==> src/rtl/uart_rx_bit_sampler_pkg.sv <==
// Shared UART Rx definitions: one-hot state codes, parity mode codes and the
// bitwise 2-of-3 vote used by the triplicated build (UART_RX_SAMPLER_TMR_EN).
package uart_rx_bit_sampler_pkg;

    typedef enum logic [4:0] {
        ST_IDLE   = 5'b00001,
        ST_START  = 5'b00010,
        ST_DATA   = 5'b00100,
        ST_PARITY = 5'b01000,
        ST_STOP   = 5'b10000
    } rx_state_e;

    localparam logic [1:0] PAR_NONE = 2'b00;
    localparam logic [1:0] PAR_ODD  = 2'b01;
    localparam logic [1:0] PAR_EVEN = 2'b10;

    localparam int TMR_W = 8;

    function automatic logic [TMR_W-1:0] tmr_vote(input logic [TMR_W-1:0] a,
                                                  input logic [TMR_W-1:0] b,
                                                  input logic [TMR_W-1:0] c);
        return (a & b) | (a & c) | (b & c);
    endfunction

endpackage

==> src/rtl/uart_rx_majority3.sv <==
// Three-sample majority voter: keeps the two previous samples and votes them
// together with the sample being taken, so the result is ready on the third strobe.
module uart_rx_majority3 (
    input  logic clk,
    input  logic rst,
    input  logic shift_i,
    input  logic sample_i,
    output logic vote_o
);

    logic [1:0] hist_q;

    always_ff @(posedge clk or negedge rst) begin
        if (!rst) begin
            hist_q <= 2'b00;
        end else if (shift_i) begin
            hist_q <= {hist_q[0], sample_i};
        end
    end

    assign vote_o = (hist_q[1] & hist_q[0]) | (hist_q[1] & sample_i) | (hist_q[0] & sample_i);

endmodule

==> src/rtl/uart_rx_bit_sampler.sv <==
// UART Rx front end: line synchroniser, start qualification, 3-sample voting,
// LSB-first assembly, parity/stop check. UART_RX_SAMPLER_TMR_EN triplicates state/counters.
module uart_rx_bit_sampler
    import uart_rx_bit_sampler_pkg::*;
#(
    parameter int DATA_BITS  = 8,
    parameter int OVERSAMPLE = 16
) (
    input  logic                 clk,
    input  logic                 rst,
    input  logic                 Rx_i,
    input  logic                 AcqSig_i,
    input  logic [1:0]           Parity_Mode_i,
    output logic                 Rx_Synch_o,
    output logic                 Bit_Synch_o,
    output logic                 Bit_o,
    output logic [DATA_BITS-1:0] Data_o,
    output logic                 Byte_Valid_o,
    output logic                 Parity_Err_o,
    output logic                 Frame_Err_o,
    output logic [4:0]           dbg_state_o
);

    localparam int CW = $clog2(OVERSAMPLE);
    localparam int BW = $clog2(DATA_BITS);
    localparam int H  = OVERSAMPLE / 2;
    localparam logic [CW-1:0] CNT_LAST = CW'(OVERSAMPLE - 1);
    localparam logic [CW-1:0] SMP_FIRST = CW'(H - 1);
    localparam logic [CW-1:0] SMP_LAST  = CW'(H + 1);
    localparam logic [BW-1:0] BIT_LAST = BW'(DATA_BITS - 1);

    logic sync1_q, sync2_q, hist_q;
    logic fall_edge, in_frame, sample_en, vote_en, bit_end, vote, parity_en;

    rx_state_e state_r, state_d;
    logic [CW-1:0] cnt_r, cnt_d;
    logic [BW-1:0] bit_cnt_r, bit_cnt_d;

    logic [DATA_BITS-1:0] shift_q, shift_d, data_q, data_d;
    logic [1:0] par_mode_q, par_mode_d;
    logic par_err_q, par_err_d;
    logic rx_synch_q, rx_synch_d, bit_synch_q, bit_synch_d, bit_q, bit_d;
    logic byte_valid_q, byte_valid_d, perr_q, perr_d, ferr_q, ferr_d;

    // Synchroniser and history idle high so reset never looks like a start edge.
    always_ff @(posedge clk or negedge rst) begin
        if (!rst) begin
            sync1_q <= 1'b1;
            sync2_q <= 1'b1;
            hist_q  <= 1'b1;
        end else begin
            sync1_q <= Rx_i;
            sync2_q <= sync1_q;
            hist_q  <= sync2_q;
        end
    end

    assign fall_edge = hist_q & ~sync2_q;
    assign in_frame  = (state_r != ST_IDLE);
    assign sample_en = in_frame & AcqSig_i & (cnt_r >= SMP_FIRST) & (cnt_r <= SMP_LAST);
    assign vote_en   = in_frame & AcqSig_i & (cnt_r == SMP_LAST);
    assign bit_end   = in_frame & AcqSig_i & (cnt_r == CNT_LAST);
    assign parity_en = (par_mode_q == PAR_ODD) || (par_mode_q == PAR_EVEN);

    uart_rx_majority3 u_vote (
        .clk      (clk),
        .rst      (rst),
        .shift_i  (sample_en),
        .sample_i (sync2_q),
        .vote_o   (vote)
    );

    always_comb begin
        state_d      = state_r;
        cnt_d        = cnt_r;
        bit_cnt_d    = bit_cnt_r;
        shift_d      = shift_q;
        data_d       = data_q;
        par_mode_d   = par_mode_q;
        par_err_d    = par_err_q;
        rx_synch_d   = rx_synch_q;
        bit_synch_d  = 1'b0;
        bit_d        = bit_q;
        byte_valid_d = 1'b0;
        perr_d       = 1'b0;
        ferr_d       = 1'b0;
        if (in_frame && AcqSig_i) begin
            cnt_d = (cnt_r == CNT_LAST) ? '0 : cnt_r + CW'(1);
        end
        case (state_r)
            ST_IDLE: if (fall_edge) begin
                state_d    = ST_START;
                cnt_d      = '0;
                bit_cnt_d  = '0;
                rx_synch_d = 1'b1;
                par_mode_d = Parity_Mode_i;
                par_err_d  = 1'b0;
            end
            ST_START: if (vote_en) begin
                if (vote) begin
                    state_d    = ST_IDLE;
                    rx_synch_d = 1'b0;
                end else begin
                    bit_synch_d = 1'b1;
                    bit_d       = 1'b0;
                end
            end else if (bit_end) begin
                state_d = ST_DATA;
            end
            ST_DATA: if (vote_en) begin
                bit_synch_d = 1'b1;
                bit_d       = vote;
                shift_d     = {vote, shift_q[DATA_BITS-1:1]};
            end else if (bit_end) begin
                if (bit_cnt_r == BIT_LAST) begin
                    bit_cnt_d = '0;
                    state_d   = parity_en ? ST_PARITY : ST_STOP;
                end else begin
                    bit_cnt_d = bit_cnt_r + BW'(1);
                end
            end
            ST_PARITY: if (vote_en) begin
                bit_synch_d = 1'b1;
                bit_d       = vote;
                par_err_d   = vote ^ (^shift_q) ^ (par_mode_q == PAR_ODD);
            end else if (bit_end) begin
                state_d = ST_STOP;
            end
            // Frame closes at the stop-bit vote so a back-to-back start edge is caught.
            ST_STOP: if (vote_en) begin
                bit_synch_d  = 1'b1;
                bit_d        = vote;
                data_d       = shift_q;
                byte_valid_d = 1'b1;
                perr_d       = par_err_q;
                ferr_d       = ~vote;
                rx_synch_d   = 1'b0;
                state_d      = ST_IDLE;
            end
            default: begin
                state_d    = ST_IDLE;
                rx_synch_d = 1'b0;
            end
        endcase
    end

    always_ff @(posedge clk or negedge rst) begin
        if (!rst) begin
            shift_q      <= '0;
            data_q       <= '0;
            par_mode_q   <= PAR_NONE;
            par_err_q    <= 1'b0;
            rx_synch_q   <= 1'b0;
            bit_synch_q  <= 1'b0;
            bit_q        <= 1'b0;
            byte_valid_q <= 1'b0;
            perr_q       <= 1'b0;
            ferr_q       <= 1'b0;
        end else begin
            shift_q      <= shift_d;
            data_q       <= data_d;
            par_mode_q   <= par_mode_d;
            par_err_q    <= par_err_d;
            rx_synch_q   <= rx_synch_d;
            bit_synch_q  <= bit_synch_d;
            bit_q        <= bit_d;
            byte_valid_q <= byte_valid_d;
            perr_q       <= perr_d;
            ferr_q       <= ferr_d;
        end
    end

`ifdef UART_RX_SAMPLER_TMR_EN
    logic [4:0]    state_q   [3];
    logic [CW-1:0] cnt_q     [3];
    logic [BW-1:0] bit_cnt_q [3];
    logic [TMR_W-1:0] state_v, cnt_v, bit_cnt_v;

    assign state_v   = tmr_vote(TMR_W'(state_q[0]), TMR_W'(state_q[1]), TMR_W'(state_q[2]));
    assign cnt_v     = tmr_vote(TMR_W'(cnt_q[0]), TMR_W'(cnt_q[1]), TMR_W'(cnt_q[2]));
    assign bit_cnt_v = tmr_vote(TMR_W'(bit_cnt_q[0]), TMR_W'(bit_cnt_q[1]), TMR_W'(bit_cnt_q[2]));
    assign state_r   = rx_state_e'(state_v[4:0]);
    assign cnt_r     = cnt_v[CW-1:0];
    assign bit_cnt_r = bit_cnt_v[BW-1:0];

    always_ff @(posedge clk or negedge rst) begin
        if (!rst) begin
            for (int i = 0; i < 3; i++) begin
                state_q[i]   <= ST_IDLE;
                cnt_q[i]     <= '0;
                bit_cnt_q[i] <= '0;
            end
        end else begin
            for (int i = 0; i < 3; i++) begin
                state_q[i]   <= state_d;
                cnt_q[i]     <= cnt_d;
                bit_cnt_q[i] <= bit_cnt_d;
            end
        end
    end
`else
    rx_state_e     state_q;
    logic [CW-1:0] cnt_q;
    logic [BW-1:0] bit_cnt_q;

    assign state_r   = state_q;
    assign cnt_r     = cnt_q;
    assign bit_cnt_r = bit_cnt_q;

    always_ff @(posedge clk or negedge rst) begin
        if (!rst) begin
            state_q   <= ST_IDLE;
            cnt_q     <= '0;
            bit_cnt_q <= '0;
        end else begin
            state_q   <= state_d;
            cnt_q     <= cnt_d;
            bit_cnt_q <= bit_cnt_d;
        end
    end
`endif

    assign Rx_Synch_o   = rx_synch_q;
    assign Bit_Synch_o  = bit_synch_q;
    assign Bit_o        = bit_q;
    assign Data_o       = data_q;
    assign Byte_Valid_o = byte_valid_q;
    assign Parity_Err_o = perr_q;
    assign Frame_Err_o  = ferr_q;
    assign dbg_state_o  = state_r;

endmodule

==> config.mk <==
export PLATFORM = sky130hd
export DESIGN_NAME = uart_rx_bit_sampler
export DESIGN_NICKNAME = d
export VERILOG_FILES = /design/src/rtl/uart_rx_bit_sampler_pkg.sv /design/src/rtl/uart_rx_majority3.sv /design/src/rtl/uart_rx_bit_sampler.sv
export SDC_FILE = /design/constraint.sdc
export NUM_CORES = 1
export LEC_CHECK = 0
export ABC_CLOCK_PERIOD_IN_PS = 2180
export CORE_ASPECT_RATIO = 1.2
export CORE_MARGIN = 8
export CORE_UTILIZATION = 45
export CTS_CLUSTER_SIZE = 25
export DETAILED_ROUTE_END_ITERATION = 8
export HOLD_SLACK_MARGIN = 0.1
export PLACE_DENSITY = 0.67
export SLEW_MARGIN = 20
export SYNTH_ARGS = -nofsm -noshare
export SYNTH_HDL_FRONTEND = slang
export SYNTH_SLANG_ARGS = --single-unit
==> constraint.sdc <==
create_clock -name clk -period 2.18 [get_ports clk]
set_input_delay 0.654 -clock clk [delete_from_list [all_inputs] [get_ports clk]]
set_output_delay 0.654 -clock clk [all_outputs]
set_load 0.005 [all_outputs]
==> results.md <==
* Clock share of power at 22.1%
* Most frequent cell after synthesis: dfrtp_1
* Critical path depth in cells at 1
* Status: finished clean
* Antenna Cells at 0
* Yosys warns at 0
* Comb pwr share at 40.6%
* Post-synth EDFFs at 0
* Yosys top cell area share at 46.6%
* Clock Skew at 0.00707 ns
* Largest area contributor in the netlist: dfrtp_1
* DP Wirelength at 3.28 mm
* Avg Inst Size Synth at 11.5 µm²
* RR Endpoint: dbg_state_o[3]
* Initial Util at 45.4%
* Final min period at 2.08 ns
* DIE AREA at 6960 µm²
* Initial antenna violation count at 0
* Post-synthesis cell type count at 42
* ANT nets after route at 0
* Clk sinks at 42
* Fin nets at 231
* Crit path required time at 1.53 ns
* Reg2reg path depth at 7
* Crit-path cells: clkdlybuf4s50_1
* Worst min path class: in2async
* Clk slew on worst S/H paths at 0.08 ns
* Syn Nets at 189
* Slowest stage delay, CP at 0.61 ns
* Tcrit/Tclk final at 95.3%
* Clk buf depth at 2
* Seq/Total Area, Yosys at 51.7%
* Final Slew Violations at 0
* Cell family with most CP delay: flip-flops
* Asr flop ratio synth at 100%
* CP arrival at 1.42 ns
* DR vias/cell at 5.43
* Post-Layout Inst Area at 2580 µm²
* Syn Std Cell Area at 2040 µm²
* First-pass GRT wire length at 7.28 mm
* Io pins at 25
* Worst reg2reg setup slack at 0.11 ns
* Post-synth top flop: dfrtp_1
* Critical path launch point type: flip-flop
* CTS tree: done
* GRT Overall Usage at 12.9%
* CP max-delay cell: dfstp_2
* Synth area leaders: dfrtp_1 47%, mux2_2 9.9%, dfstp_2 5.1%
* Via count at 1510
* Post-Syn Instances at 177
* Layout cells sized above 1 at 26.8%
* Largest net degree at the start of global routing at 24
* F_max at 481 MHz
* Setup violations, final at 0
* NetSw at 0.000970 W
* RSZ-0062 raised after global routing: false
* Clock Latency Late Sink at 0.30 ns
* GRT overflow at 0
* Sequential share of power at 37.4%
* Post-Route WL at 4.28 mm
* Die H at 89.8 µm
* Placed Area at 2460 µm²
* Overall power at 0.00279 W
* Pwr per Cell Area at 1080 nW/µm²
* Area Growth Syn to Fin at 26.5%
* Drt first-iter violations at 99
* Seq cells post-synth at 42
* CP Max Fanout at 7
* Vias in the first global route at 1598
* Crit. End Element: primary output
* DR pass1 iterations at 4
* Placeable core region at 4490 µm²
* Number of CTS-inserted buffers at 5
* LEAKAGE at 1.21 nW
* H-tree depth at 2
* Setup Fix Bufs, Post-CTS at 0
* Max cap viols at 0
* Crit Reg-Reg Startpoint: cnt_q[1]
* Power Internal at 0.00182 W
* Max transition margin at 68.0%
* Top cells by count, synth: 38 x dfrtp_1, 19 x nand2_1, 18 x mux2_2, 12 x nor2_1, 12 x o21ai_0
* Die X-Extent at 77.5 µm
* Setup CP Type: reg2out
* Worst path bufs/invs at 1
* Switching fraction of total power at 34.8%
* Clock root buffer: clkbuf_8
* Port Buffers at 24
* # DRC at 0
* Worst vdd ir at 0.000689 V
* Final Hold Fails at 0
* GP Congestion at 0.900
* DR WL/cell at 15.4 µm
* Hold Slack at 0.310 ns
* Final TNS setup at 0 ns
* Num rows at 27
* Tightest Pin Transition at 0.480 ns
[worst register-to-register path, delay by kind of cell (launching register included)]
kind | cells | cell delay [ns]
multiplexers | 1 | 0.33
AO/OA/AOI/OAI | 2 | 0.26
AND/OR/NAND/NOR | 2 | 0.68
buffers and inverters | 1 | 0.10
adder cells (fa/ha/maj) | 1 | 0.19
flip-flops | 1 | 0.41
[metal layers]
| layer | global-route usage, % | up-vias | wire (µm) |
|---|---|---|---|
| met3 | 4.28 | 14 | 237 |
| met4 | 6.62 | 0 | 127 |
| met1 | 13.8 | 749 | 1760 |
| met5 | 0 | - | 0 |
| met2 | 21.9 | 39 | 2150 |
| li1 | - | 708 | - |
[layout by cell type, fill, tap and decap left out, drive strengths merged, types with 6 or more instances in the layout]
cell,count
nand2,19
o21ai,14
dfrtp,38
inv,7
buf,13
clkdlybuf4s50,22
mux2,20
nor2,12
ha,6
xnor2,8
[area by class of cell]
type	instances	area, µm²
sequential	42	1060
clock inverter	3	43.8
multi-input combinational	128	967
inverter	6	22.5
timing repair buffer	36	353
clock buffer	5	68.8
fill	368	1910
tap	58	72.6
[registers in the layout (all words and copies together), names as in the netlist, 2 cells and up]
register	count
dbg_state_o	5
u_vote.hist_q	2
par_mode_q	2
shift_q	8
cnt_q	4
bit_cnt_q	3
Data_o	8
[metrics by stage]
| step | cells | setup slack [ns] | utilization [%] |
|---|---|---|---|
| 3_3_place_gp | 270 | -0.209 | 54.8 |
| 2_1_floorplan | 177 | 0.259 | - |
| 3_5_place_dp | 270 | -0.272 | 54.8 |
| 5_1_grt | 278 | 0.0316 | 57.5 |
| 6_report | 278 | 0.102 | 57.5 |
| 4_1_cts | 278 | 0.0461 | 57.3 |
[cell families (layout without fill, tap and decap cells)]
| kind of cell | after synthesis | in the layout | share of synthesized area (%) |
|---|---|---|---|
| xor gates and xnor gates | 10 | 10 | 4.29 |
| and+or+nand+nor | 62 | 62 | 17.0 |
| AOI/OAI and AO/OA | 28 | 28 | 9.62 |
| buffers and inverters | 7 | 50 | 1.29 |
| adders and majority gates | 7 | 7 | 4.17 |
| DFF | 42 | 42 | 51.7 |
| muxes | 21 | 21 | 11.9 |
[power by group through the flow]
stage	Combinational, W	Clock, W	Sequential [W]
6_report	0.00113	0.000615	0.00104
3_5_place_dp	0.00111	0	0.00106
2_1_floorplan	0.000731	0	0.00103
5_1_grt	0.00124	0.000665	0.00106
3_3_place_gp	0.00108	0	0.00104
4_1_cts	0.00112	0.000639	0.00104
[timing repair]
item	in CTS	in global routing
hold buffers	0	0
endpoints found under the setup margin	0	3
gates resized for setup	0	3
[worst max-delay path by stage]
stage	start	to	slack [ns]
floorplan	dbg_state_o[2]	dbg_state_o[1]	0.26
global placement	AcqSig_i	dbg_state_o[1]	-0.21
detailed placement	AcqSig_i	dbg_state_o[3]	-0.27
CTS	AcqSig_i	dbg_state_o[3]	0.05
global route	cnt_q[1]	dbg_state_o[3]	0.03
finish	dbg_state_o[0]	dbg_state_o[0]	0.10
Note: power is estimated with default switching activity, not from simulation.
